===== config.mk =====
export PLATFORM = sky130hd
export DESIGN_NAME = fg_dac_spi_out
export DESIGN_NICKNAME = d
export VERILOG_FILES = /design/src/rtl/fg_dac_spi_out.sv
export SDC_FILE = /design/constraint.sdc
export NUM_CORES = 1
export LEC_CHECK = 0
export BUFFER_PORTS_ARGS = -buffer_cell sky130_fd_sc_hd__buf_2
export CELL_PAD_IN_SITES_DETAIL_PLACEMENT = 2
export CELL_PAD_IN_SITES_GLOBAL_PLACEMENT = 2
export CORE_MARGIN = 5
export CORE_UTILIZATION = 34
export DETAILED_ROUTE_END_ITERATION = 10
export PLACE_DENSITY_LB_ADDON = 0.12
export SYNTH_ARGS = -nofsm -noshare
export SYNTH_HDL_FRONTEND = slang
export SYNTH_SLANG_ARGS = --single-unit

===== constraint.sdc =====
create_clock -name clk_i -period 2.7 [get_ports clk_i]
set_clock_uncertainty 0.2 [all_clocks]
set_input_delay 0.675 -clock clk_i [delete_from_list [all_inputs] [get_ports clk_i]]
set_output_delay 0.675 -clock clk_i [all_outputs]
set_load 0.02 [all_outputs]

===== src/rtl/fg_dac_spi_out.sv =====
// fg_dac_spi_out: waveform-to-DAC SPI serializer.
// Adds a DC offset to each captured sample, clamps the sum to the unsigned
// waveform range, truncates it to the DAC code width and shifts out a 16-bit
// command frame in SPI mode 0. A one-entry pending register decouples the
// sample strobe from the frame rate and counts dropped samples.
module fg_dac_spi_out #(
    parameter int         WAVEFORM_BITWIDTH = 16,
    parameter int         DAC_BITWIDTH      = 12,
    parameter int         SCLK_DIV          = 2,
    parameter logic [3:0] DAC_CMD           = 4'b0011
) (
    input  logic                                clk_i,
    input  logic                                rst_i,
    input  logic                                clk_en_i,
    input  logic                                enable_i,
    input  logic signed [WAVEFORM_BITWIDTH:0]   sample_i,
    input  logic signed [WAVEFORM_BITWIDTH:0]   offset_i,
    output logic                                sclk_o,
    output logic                                mosi_o,
    output logic                                cs_n_o,
    output logic                                busy_o,
    output logic                                frame_done_o,
    output logic [7:0]                          overrun_cnt_o
);

    localparam int W     = WAVEFORM_BITWIDTH;
    localparam int CNT_W = $clog2(2 * SCLK_DIV);

    localparam logic [CNT_W-1:0] HALF_LAST  = CNT_W'(SCLK_DIV - 1);
    localparam logic [CNT_W-1:0] HOLD_LAST  = CNT_W'(2 * SCLK_DIV - 1);
    localparam logic [CNT_W-1:0] HOLD_PULSE = CNT_W'(2 * SCLK_DIV - 2);

    typedef enum logic [1:0] {
        IDLE,
        SETUP,
        SHIFT,
        HOLD
    } state_t;

    state_t              state;
    logic [CNT_W-1:0]    cnt;
    logic [4:0]          fall_cnt;
    logic [15:0]         shreg;
    logic                sclk_q;
    logic                cs_n_q;
    logic                busy_q;
    logic                done_q;
    logic [7:0]          overrun_q;

    logic signed [W:0]   pend_sample;
    logic signed [W:0]   pend_offset;
    logic                pend_valid;

    logic signed [W+1:0] sum;
    logic [W-1:0]        clamped;
    logic [15:0]         frame_next;
    logic                capture;
    logic                hold_end;
    logic                consume;

    // Offset add, clamp to [0, 2^W-1], truncate to the DAC code and build the frame
    always_comb begin
        sum = $signed({pend_sample[W], pend_sample}) + $signed({pend_offset[W], pend_offset});
        if (sum[W+1]) begin
            clamped = '0;
        end else if (sum[W]) begin
            clamped = '1;
        end else begin
            clamped = sum[W-1:0];
        end
        frame_next = {DAC_CMD, 12'b0}
                   | (16'(clamped >> (W - DAC_BITWIDTH)) << (12 - DAC_BITWIDTH));
        hold_end = (state == HOLD) && (cnt == HOLD_LAST);
        capture  = clk_en_i && enable_i;
        // The pending entry is taken either from IDLE or straight at the end of
        // HOLD, so back-to-back frames follow each other with no idle gap.
        consume  = pend_valid && ((state == IDLE) || hold_end);
    end

    // Pending sample register with overwrite-on-overrun and a saturating drop counter
    always_ff @(posedge clk_i) begin
        if (rst_i) begin
            pend_valid  <= 1'b0;
            pend_sample <= '0;
            pend_offset <= '0;
            overrun_q   <= 8'd0;
        end else begin
            if (capture) begin
                pend_sample <= sample_i;
                pend_offset <= offset_i;
                if (pend_valid && !consume && (overrun_q != 8'hFF)) begin
                    overrun_q <= overrun_q + 8'd1;
                end
            end
            if (!enable_i) begin
                pend_valid <= 1'b0;
            end else if (capture) begin
                pend_valid <= 1'b1;
            end else if (consume) begin
                pend_valid <= 1'b0;
            end
        end
    end

    // Frame sequencer: SETUP half-period, 16 SCLK periods of SHIFT, then HOLD
    always_ff @(posedge clk_i) begin
        if (rst_i) begin
            state    <= IDLE;
            cnt      <= '0;
            fall_cnt <= 5'd0;
            shreg    <= 16'd0;
            sclk_q   <= 1'b0;
            cs_n_q   <= 1'b1;
            busy_q   <= 1'b0;
            done_q   <= 1'b0;
        end else begin
            done_q <= 1'b0;
            case (state)
                IDLE: begin
                    sclk_q <= 1'b0;
                    cs_n_q <= 1'b1;
                    busy_q <= 1'b0;
                    cnt    <= '0;
                    if (consume) begin
                        shreg  <= frame_next;
                        cs_n_q <= 1'b0;
                        busy_q <= 1'b1;
                        state  <= SETUP;
                    end
                end
                SETUP: begin
                    if (cnt == HALF_LAST) begin
                        cnt      <= '0;
                        sclk_q   <= 1'b1;
                        fall_cnt <= 5'd0;
                        state    <= SHIFT;
                    end else begin
                        cnt <= cnt + 1'b1;
                    end
                end
                SHIFT: begin
                    if (cnt == HALF_LAST) begin
                        cnt <= '0;
                        if (sclk_q) begin
                            sclk_q   <= 1'b0;
                            shreg    <= {shreg[14:0], 1'b0};
                            fall_cnt <= fall_cnt + 5'd1;
                        end else if (fall_cnt == 5'd16) begin
                            cs_n_q <= 1'b1;
                            shreg  <= 16'd0;
                            state  <= HOLD;
                        end else begin
                            sclk_q <= 1'b1;
                        end
                    end else begin
                        cnt <= cnt + 1'b1;
                    end
                end
                HOLD: begin
                    if (cnt == HOLD_LAST) begin
                        cnt <= '0;
                        if (consume) begin
                            shreg  <= frame_next;
                            cs_n_q <= 1'b0;
                            state  <= SETUP;
                        end else begin
                            busy_q <= 1'b0;
                            state  <= IDLE;
                        end
                    end else begin
                        cnt <= cnt + 1'b1;
                        if (cnt == HOLD_PULSE) begin
                            done_q <= 1'b1;
                        end
                    end
                end
                default: begin
                    state <= IDLE;
                end
            endcase
        end
    end

    assign sclk_o        = sclk_q;
    assign mosi_o        = shreg[15];
    assign cs_n_o        = cs_n_q;
    assign busy_o        = busy_q;
    assign frame_done_o  = done_q;
    assign overrun_cnt_o = overrun_q;

endmodule


After elaboration in Yosys (flattened, before gate mapping)

Cells that the tools add are included.

Bits in registers: 72
Input bits: 38
Output and inout port bits: 13
Logic and storage cells: 100

Add/subtract/negate cells: 4
Equal/unequal tests: 18
Muxes and demuxes: 41
Bitwise operators: 2
Reduce and logical (&&, ||, !) cells: 23

Operators by type and width:

| cell                | number |
|---|---|
| $mux 16             | 7 |
| $pmux 16 s3         | 1 |
| $add 17x17->18      | 1 |
| $mux 1              | 16 |
| $mux 2              | 8 |
| $ne 2x2->1 const B  | 8 |
| $mux 5              | 3 |
| $reduce_and 6->1    | 2 |
| $pmux 5 s2          | 1 |
| $add 8x1->8 const B | 1 |
| $eq 2x2->1 const B  | 4 |
| $ne 8x8->1 const B  | 1 |
| $pmux 2 s4          | 1 |
| $reduce_and 4->1    | 2 |
| $pmux 1 s3          | 2 |
| $pmux 2 s3          | 1 |
| $reduce_and 3->1    | 2 |
| $reduce_bool 2->1   | 3 |
| $reduce_bool 3->1   | 2 |
| $add 5x1->5 const B | 1 |
| $eq 5x5->1 const B  | 1 |
| $logic_and 1x1->1   | 5 |
| $eq 2x1->1 const B  | 2 |
| $reduce_or 2->1     | 2 |
| 10 further kinds    | 11 |

Logic depth before layout (Yosys ltp)

Gate-level depths: netlist of run 1.

Depth after elaboration: 8
Gate-level depth with buffers: 10
Mapped depth without buffers: 9

Worst setup path before layout of run 1

Ideal clock, no wire load.

Kind: reg2reg
Start: register pend_sample[7]
End: register shreg[10]
Setup time: 0.080 ns
Arrival time: 1.936 ns
Data required time: 2.420 ns
Setup slack: 0.484 ns
Stages on the path, launching flop included: 10
Path buffers: 1
Period minus slack after synthesis: 2.216 ns
Cell sequence: dfxtp_1 > ha_1 > buf_2 > a21oi_1 > o221ai_2 > a221oi_1 > o31ai_1 > xor2_1 > o21ai_2 > a211oi_2

Longest elaborated chain between the ends: 6

RTL lines:

| element                | line     | text |
|---|---|---|
| start, declared        | 50       | `logic signed [W:0] pend_sample;` |
| start signal, assigned | 89       | `pend_sample <= sample_i;` |
| $add 17x17->18 (*)     | 63       | `sum = $signed({pend_sample[W], pend_sample}) + $signed({pend_offset[W], pend_offset});` |
| $mux 16                | 66       | `end else if (sum[W]) begin` |
| $mux 16 (*)            | 64       | `if (sum[W+1]) begin` |
| $mux 16 (*)            | 124, 162 |  |
| $mux 16                | 160      | `if (cnt == HOLD_LAST) begin` |
| $pmux 16 s3 (*)        | 118      | `case (state)` |
| end signal, assigned   | 125      | `shreg <= frame_next;` |
| end signal, assigned   | 146      | `shreg <= {shreg[14:0], 1'b0};` |
| end signal, assigned   | 163      | `shreg <= frame_next;` |
| end, declared          | 43       | `logic [15:0] shreg;` |

Mark *: on every way between the ends. The rest lies on a longest branch, timed or not. The select of a mux whose other input is x is not followed.
A chain may end at the register's enable or synchronous reset.

Worst setup path in the final report of run 1

Start: register pend_sample[6]
End: register shreg[8]

Same word-level chain as after synthesis.

==> impl_summary.txt, run 1 <==
----------------------------------------------------
[Run status]
  Status ... finished clean

[STA]
  Number of failing setup endpoints in the final timing report ... 0
  Fmax achieved ... just under 400 MHz
  Max-slew violations ... 0
  Tightest slew margin relative to the limit ... 0.545
  Final hold violations ... 0
  Least-Margin Pin Slew ... ~0.68 ns
  Final period util ... 0.941
  Post-layout minimum cycle time ... about 2.5 ns

[Power]
  Combinational Power Share ... 0.231
  Switching share of total power ... 0.307
  Sw Pwr ... 0.947 mW
  Clk network pwr share ... 0.378
  Power per cell area ... 667 nW/um^2
  Maximum vdd drop ... 0.320 mV
  Reported leakage power ... ~1.8 nW
  Internal power of the cells ... roughly 2.1 mW
  Part of the total power dissipated in sequential elements ... 0.392

[Clock tree]
  Total number of H-tree levels ... 3
  Register clock-pin slew on the reported worst setup and hold paths ... 0.06 ns
  Total of hold buffers inserted after clock tree synthesis ... 0
  Clock insertion delay at the later pin of the skew report ... 0.34 ns
  TritonCTS Buffers ... 9
  TritonCTS clock tree ... yes
  Clock tree root buffer cell ... sky130_fd_sc_hd__clkbuf_16
  Clock sink count ... 72
  Clock Path Buffers ... 2

[Yosys]
  Number of library cell types mapped by synthesis ... 53
  Cell area after synthesis ... ~4000 um^2
  Ranking of synthesized cells by area ... sky130_fd_sc_hd__dfxtp_1, sky130_fd_sc_hd__nand2_1, sky130_fd_sc_hd__ha_1
  Mean instance size in the synthesized netlist ... slightly above 8 um^2
  Synth Warn # ... 0
  Post-synth top area cell ... sky130_fd_sc_hd__dfxtp_1
  Prevailing post-synth register cell ... sky130_fd_sc_hd__dfxtp_1
  Count leader, synth ... sky130_fd_sc_hd__nand2_1
  Flip-flop and latch count after synthesis ... ~70
  Proportion of netlist area held by the largest area contributor ... 0.369
  Total nets after synthesis ... about 540
  Share of flip-flops with an asynchronous set or reset ... 0
  Sequential-to-total area share from yosys stat ... 0.369
  EDFF count, synth ... 0
  Post-Syn Instances ... roughly 480
  Most numerous cell types in the synthesized netlist ... sky130_fd_sc_hd__nand2_1, sky130_fd_sc_hd__dfxtp_1, sky130_fd_sc_hd__a21oi_1

[GRT]
  Global-route wire length before repair ... 18.6 mm
  Residual overflow from global routing ... 0
  Antenna violations before repair ... 0
  Largest net degree at the start of global routing ... 35
  Number of global-route vias before repair ... ~3800
  Tot GR Track Use ... 0.173

[Worst setup path]
  Cell at the slowest stage of the critical path ... sky130_fd_sc_hd__dfxtp_1
  Worst endpoint data arrival time ... ~2.6 ns
  Crit-path max FO ... 4
  Data required time at the worst endpoint ... ~2.7 ns
  Startpoint class of the critical path ... flip-flop
  Critical Path End Type ... flip-flop
  Cell Chain, Critical Path ... ha_1 -> buf_4 -> nand4_1 -> a21oi_2 -> nor4_1 -> o31ai_1 -> xnor2_1 -> buf_4 -> buf_4 -> a211oi_1 -> nor4_1
  Category of cells accounting for the largest share of critical-path delay ... compound AO/OA/AOI/OAI gates
  Delay of the slowest critical-path stage ... 0.32 ns
  Cell repeated most along the worst path ... sky130_fd_sc_hd__buf_4
  Critical Setup Path Class ... flip-flop to flip-flop
  CP Buf/Inv Count ... 3

[Floorplanning]
  Core area ... 11300 um^2
  I/O pins ... just over 50
  Vert. Die Dim ... between 100 and 150 um
  Area enclosed by the die boundary ... approximately 14000 um^2
  Horizontal die dimension ... roughly 120 um
  Effective utilization at floorplan ... 0.345
  # rows ... 39

[Layout]
  Area delta synth->final ... 18.4%
  Net count, final ... 593
  Number of diodes added for antenna fixing ... 0
  Final standard cell utilization of the core ... 0.408
  Post-route standard cell area excluding fillers ... between 4000 and 5000 um^2
  Share of layout cells above drive strength 1 ... 0.212

[Place]
  Post-detailed-placement cell area ... around 4300 um^2
  HPWL after detailed placement ... 8.06 mm
  Global placement routability congestion ... 0.785
  Port Buffer Count ... 50

[Route]
  Final wirelength ... about 11 mm
  Number of antenna-violating nets in the routed design ... 0
  Mean number of vias per cell ... roughly 5.2
  Wirelength per Cell ... between 15 and 20 um
  Number of search-and-repair iterations in the first detailed-routing pass ... 4
  Total DRC errors in the routed layout ... 0
  Vias post-DR ... about 3500
  Initial drt markers ... 100

[Job]
  Count of max-cap constraint violations ... 0

[Worst hold path]
  Path class of the lowest-slack min-delay path ... flip-flop to flip-flop

----------------------------------------------------
==> layout by cell type (no fill, tap or decap), types with 4 or more instances in the layout <==
cell type / n
sky130_fd_sc_hd__nand2_1: 91
sky130_fd_sc_hd__inv_1: 19
sky130_fd_sc_hd__nand4_1: 8
sky130_fd_sc_hd__buf_4: 13
sky130_fd_sc_hd__ha_2: 5
sky130_fd_sc_hd__buf_2: 50
sky130_fd_sc_hd__xor2_1: 12
sky130_fd_sc_hd__a211oi_2: 10
sky130_fd_sc_hd__xnor2_1: 9
sky130_fd_sc_hd__o21ai_0: 12
sky130_fd_sc_hd__nand3_1: 12
sky130_fd_sc_hd__ha_1: 22
sky130_fd_sc_hd__dfxtp_1: 72
sky130_fd_sc_hd__nor3_1: 6
sky130_fd_sc_hd__o21ai_2: 10
sky130_fd_sc_hd__a211oi_1: 4
sky130_fd_sc_hd__a21oi_1: 64
sky130_fd_sc_hd__clkbuf_16: 9
sky130_fd_sc_hd__nor2_1: 42
==> metal layers <==
layer,vias up,GRT usage,part of all wire
li1,1763,-,-
met1,1716,0.230,0.48
met2,34,0.279,0.48
met3,12,0.0319,0.022
met4,0,0.0642,0.017
met5,-,0,0
==> final timing paths <==
path / cells past startpoint / to / slack [ns] / startpoint
worst max-delay path: 11 / shreg[8] / 0.16 / pend_sample[6]
worst min-delay path: 2 / shreg[14] / 0.26 / shreg[14]
worst max register to register: 11 / shreg[8] / 0.16 / pend_sample[6]
worst min register to register: 2 / shreg[14] / 0.26 / shreg[14]
==> worst register-to-register path: stages (launching register included) <==
cell	delay [ns]
sky130_fd_sc_hd__dfxtp_1	0.32
sky130_fd_sc_hd__ha_1	0.30
sky130_fd_sc_hd__buf_4	0.13
sky130_fd_sc_hd__nand4_1	0.13
sky130_fd_sc_hd__a21oi_2	0.23
sky130_fd_sc_hd__nor4_1	0.10
sky130_fd_sc_hd__o31ai_1	0.25
sky130_fd_sc_hd__xnor2_1	0.17
sky130_fd_sc_hd__buf_4	0.16
sky130_fd_sc_hd__buf_4	0.13
sky130_fd_sc_hd__a211oi_1	0.05
sky130_fd_sc_hd__nor4_1	0.27
==> state kept, by name (all words and copies together), names as in the netlist <==
signal / flops
pend_offset: 17
pend_sample: 17
shreg: 16
overrun_cnt_o: 8
fall_cnt: 5
cnt: 2
state: 2
busy_o: 1
cs_n_o: 1
frame_done_o: 1
pend_valid: 1
sclk_o: 1
==> power by group through the flow <==
| stage | clock [mW] | combinational [mW] | sequential [mW] |
|---|---|---|---|
| detailed placement | 0 | 0.705 | 1.23 |
| CTS | 1.20 | 0.719 | 1.21 |
| global route | 1.26 | 0.796 | 1.22 |
| finish | 1.16 | 0.710 | 1.21 |
| global placement | 0 | 0.680 | 1.23 |
| floorplan | 0 | 0.515 | 1.23 |
==> repair_timing <==
item                       4_1_cts  5_1_grt
setup buffers                    0        2
setup endpoints to repair        0       12
gates resized for setup          0        8
==> stage by stage <==
step | setup TNS [ns] | hold slack [ns] | std cells | power (mW) | setup WS (ns)
floorplan | 0 | 0.232 | 477 | 1.74 | 0.484
global placement | 0 | 0.243 | 658 | 1.90 | 0.0366
detailed placement | 0 | 0.251 | 658 | 1.94 | 0.0125
CTS | 0 | 0.259 | 674 | 3.12 | 0.00873
global route | -0.00314 | 0.285 | 676 | 3.27 | -0.00314
finish | 0 | 0.255 | 676 | 3.08 | 0.159
==> cells by family (layout without fill, tap and decap cells) <==
group	count (synthesis)	after routing	synth area share
flops	72	72	0.369
buf+inv	44	100	0.0539
xor+xnor	21	21	0.0471
compound gates	134	134	0.241
simple gates	176	176	0.195
mux	3	3	0.00770
fa+ha+maj	27	27	0.0866
==> final cells by class <==
class,instances,area (um^2)
inverters,19,71.3
repair buffers,65,379
clock buffers,12,236
well taps,143,179
multi-input cells,361,2270
clock inverters,4,45.0
flip-flops and latches,72,1440
fillers,1327,6700
(Power assumes the default switching activity.)
==> inputs of run 2 (changes only) <==
==> constraint.sdc (replaced) <==
create_clock -name clk_i -period 2.7 [get_ports clk_i]
set_clock_uncertainty 0.2 [all_clocks]
set_input_delay 0.54 -clock clk_i [delete_from_list [all_inputs] [get_ports clk_i]]
set_output_delay 0.54 -clock clk_i [all_outputs]
set_load 0.02 [all_outputs]
==> run 2 against run 1 <==
Against the previous run: global-route usage is 0.58 points higher; critical path type unchanged; combinational power is 3.2% higher; critical path depth is 2 lower; register-to-register slack better by 0.02 ns; sequential power hardly changed; clock power is 22% higher; core utilization is 0.45 points higher.
==> impl_summary.txt, run 2 (same netlist as run 1, synthesis figures left out) <==
----------------------------------------------------
[Run status]
  Status ... finished clean (unchanged)

[Worst setup path]
  Cell at the slowest stage of the critical path ... sky130_fd_sc_hd__ha_1 (was sky130_fd_sc_hd__dfxtp_1)
  Crit-path max FO ... 11 (was 4)
  CP Buf/Inv Count ... 1 (was 3)
  Cell Chain, Critical Path ... ha_1 -> a21oi_2 -> nand2_1 -> a221oi_2 -> o31ai_2 -> xnor2_1 -> buf_6 -> o21ai_2 -> a211oi_2 (was ha_1 -> buf_4 -> nand4_1 -> a21oi_2 -> nor4_1 -> o31ai_1 -> xnor2_1 -> buf_4 -> buf_4 -> a211oi_1 -> nor4_1)
  Reg2Reg Capture Point ... shreg[4] (was shreg[8])
  Delay of the slowest critical-path stage ... 0.39 ns (was 0.32 ns)
  Data required time at the worst endpoint ... 2.76 ns (was 2.74 ns)
  Critical Setup Path Class ... flip-flop to flip-flop (unchanged)
  Launch point of the worst path ... pend_sample[14] (was pend_sample[6])
  Worst endpoint data arrival time ... 2.57 ns (was 2.58 ns)
  Register-to-register path setup slack ... 0.18 ns (was 0.16 ns)
  R2r worst-path depth ... 9 (was 11)
  Category of cells accounting for the largest share of critical-path delay ... compound AO/OA/AOI/OAI gates (unchanged)
  Startpoint class of the critical path ... flip-flop (unchanged)
  Startpoint of the worst-slack reg-to-reg timing path ... pend_sample[14] (was pend_sample[6])
  Critical Path End Type ... flip-flop (unchanged)

[GRT]
  Largest net degree at the start of global routing ... 35 (unchanged)
  Antenna violations before repair ... 0 (unchanged)
  Tot GR Track Use ... 0.179 (was 0.173)
  Residual overflow from global routing ... 0 (unchanged)
  Number of global-route vias before repair ... 3816 (was 3763)
  Global-route wire length before repair ... 19.2 mm (was 18.6 mm)

[Layout]
  Most common cell after layout, fill and taps aside ... sky130_fd_sc_hd__nand2_1 (unchanged)
  Commonest cells after routing, fill and taps aside ... sky130_fd_sc_hd__nand2_1, sky130_fd_sc_hd__dfxtp_1, sky130_fd_sc_hd__a21oi_1 (unchanged)
  Share of layout cells above drive strength 1 ... 0.211 (was 0.212)
  Post-route standard cell area excluding fillers ... 4670 um^2 (was 4620 um^2)
  Regs by FF count ... pend_offset: 17 flops, pend_sample: 17 flops, shreg: 16 flops (unchanged)
  Net count, final ... 590 (was 593)
  Number of standard cells in the final layout excluding fillers ... 673 (was 676)
  Fill cells ... 1292 (was 1327)
  Number of diodes added for antenna fixing ... 0 (unchanged)
  Area delta synth->final ... 19.7% (was 18.4%)

[Clock tree]
  Post-CTS sizing ... 0 (unchanged)
  Clock tree root buffer cell ... sky130_fd_sc_hd__clkbuf_16 (unchanged)
  Clock sink count ... 72 (unchanged)
  Clock insertion delay at the later pin of the skew report ... 0.34 ns (about the same)
  Total number of H-tree levels ... 3 (unchanged)
  Total of hold buffers inserted after clock tree synthesis ... 0 (unchanged)
  Register clock-pin slew on the reported worst setup and hold paths ... 0.06 ns (about the same)
  TritonCTS clock tree ... yes (unchanged)
  Clock Path Buffers ... 2 (unchanged)
  # Post-CTS Setup Buffers ... 0 (unchanged)
  TritonCTS Buffers ... 9 (unchanged)

[STA]
  Fmax achieved ... 397 MHz (was 394 MHz)
  Final hold violations ... 0 (unchanged)
  Max-slew violations ... 0 (unchanged)
  Tightest slew margin relative to the limit ... 0.543 (was 0.545)
  Post-layout minimum cycle time ... 2.52 ns (was 2.54 ns)
  Worst hold slack ... 0.233 ns (was 0.255 ns)
  RSZ-0062 raised after global routing ... no
  Total negative slack ... 0 ns (unchanged)
  Final period util ... 0.933 (was 0.941)
  Number of failing setup endpoints in the final timing report ... 0 (unchanged)
  Least-Margin Pin Slew ... 0.685 ns (was 0.682 ns)

[Place]
  HPWL after detailed placement ... 8.28 mm (was 8.06 mm)
  Post-placement cell count ... 657 (was 658)
  Post-detailed-placement cell area ... 4300 um^2 (about the same)
  Port Buffer Count ... 50 (unchanged)
  Global placement routability congestion ... 0.818 (was 0.785)

[Route]
  Number of antenna-violating nets in the routed design ... 0 (unchanged)
  Total DRC errors in the routed layout ... 0 (unchanged)
  Mean number of vias per cell ... 5.24 (was 5.21)
  Wirelength per Cell ... 16.8 um (was 16.3 um)
  Number of search-and-repair iterations in the first detailed-routing pass ... 4 (unchanged)
  Final wirelength ... 11.3 mm (was 11.0 mm)
  Vias post-DR ... 3526 (was 3525)
  Initial drt markers ... 114 (was 100)

[Power]
  Clk network pwr share ... 0.423 (was 0.378)
  Part of the total power dissipated in sequential elements ... 0.359 (was 0.392)
  Combinational Power Share ... 0.218 (was 0.231)
  Reported leakage power ... 1.85 nW (was 1.82 nW)
  Internal power of the cells ... 2.37 mW (was 2.13 mW)
  Sw Pwr ... 0.991 mW (was 0.947 mW)
  Switching share of total power ... 0.295 (was 0.307)
  Power per cell area ... 720 nW/um^2 (was 667 nW/um^2)
  Maximum vdd drop ... 0.312 mV (was 0.320 mV)

[Floorplanning]
  Vert. Die Dim ... 117 um (unchanged)
  Effective utilization at floorplan ... 0.345 (unchanged)
  Area enclosed by the die boundary ... 13700 um^2 (unchanged)
  Horizontal die dimension ... 117 um (unchanged)
  Core area ... 11300 um^2 (unchanged)
  # rows ... 39 (unchanged)
  I/O pins ... 51 (unchanged)

[Worst hold path]
  Endpoint of the worst hold path ... pend_offset[1] (was shreg[14])
  Path class of the lowest-slack min-delay path ... input pin to flip-flop (was flip-flop to flip-flop)
  Hold Path Origin ... offset_i[1] (was shreg[14])
  Worst hold path cell count ... 3 (was 2)

[Job]
  Count of max-cap constraint violations ... 0 (unchanged)

----------------------------------------------------
## run 2: changes by cell type in the layout (fill, tap and decap cells not counted)
| cell | delta |
|---|---|
| sky130_fd_sc_hd__buf_4 | -3 |
| sky130_fd_sc_hd__bufinv_16 | +2 |
| sky130_fd_sc_hd__clkbuf_1 | -3 |
| sky130_fd_sc_hd__clkbuf_8 | +2 |
| sky130_fd_sc_hd__clkinv_2 | -2 |
| sky130_fd_sc_hd__clkinvlp_4 | +1 |
| sky130_fd_sc_hd__ha_1 | +2 |
| sky130_fd_sc_hd__ha_2 | -2 |
| sky130_fd_sc_hd__o31ai_1 | -1 |
| sky130_fd_sc_hd__o31ai_2 | +1 |
## run 2: area by class of cell
class                      count  area [um^2]  share of cell area
clock buffer                  11          253              0.0541
clock inverter                 5          103              0.0220
inverter                      19         71.3              0.0153
multi-input combinational    361         2270               0.486
sequential                    72         1440               0.309
tap                          143          179              0.0383
timing repair buffer          62          357              0.0763
## run 2: worst max-delay path by stage
stage / cells past startpoint / end / slack (ns)
after floorplan: 9 / shreg[10] / 0.48
after global placement: 9 / shreg[8] / 0.21
after detailed placement: 9 / shreg[8] / 0.1
after CTS: 9 / shreg[4] / 0.07
after global routing: 9 / shreg[8] / 0.01
final: 9 / shreg[4] / 0.18
## run 2: power groups by stage
stage	clock network (mW)	registers (mW)	logic [mW]
floorplan	0	1.23	0.515
global placement	0	1.22	0.679
detailed placement	0	1.23	0.704
CTS	1.46	1.21	0.733
global route	1.51	1.22	0.816
finish	1.42	1.21	0.733
## run 2: per-layer routing
layer,part of all wire,global-route usage,wire (um),vias up
met5,0,0,0,-
met4,0.019,0.0719,214,0
met3,0.024,0.0339,273,13
met2,0.47,0.293,5370,47
met1,0.48,0.232,5460,1709
li1,-,-,-,1757
## run 2: stage by stage
step           setup slack, ns  utilization  total power, mW
4_1_cts                 0.0680        0.411             3.40
5_1_grt                 0.0117        0.413             3.54
3_3_place_gp             0.211        0.379             1.90
2_1_floorplan            0.484            -             1.74
3_5_place_dp            0.0997        0.379             1.93
6_report                 0.182        0.413             3.36
## run 2: worst min-delay path, cell delays in order
cell and delay [ns]:
sky130_fd_sc_hd__buf_2 0.09, sky130_fd_sc_hd__nand2_1 0.05, sky130_fd_sc_hd__a21oi_1 0.05
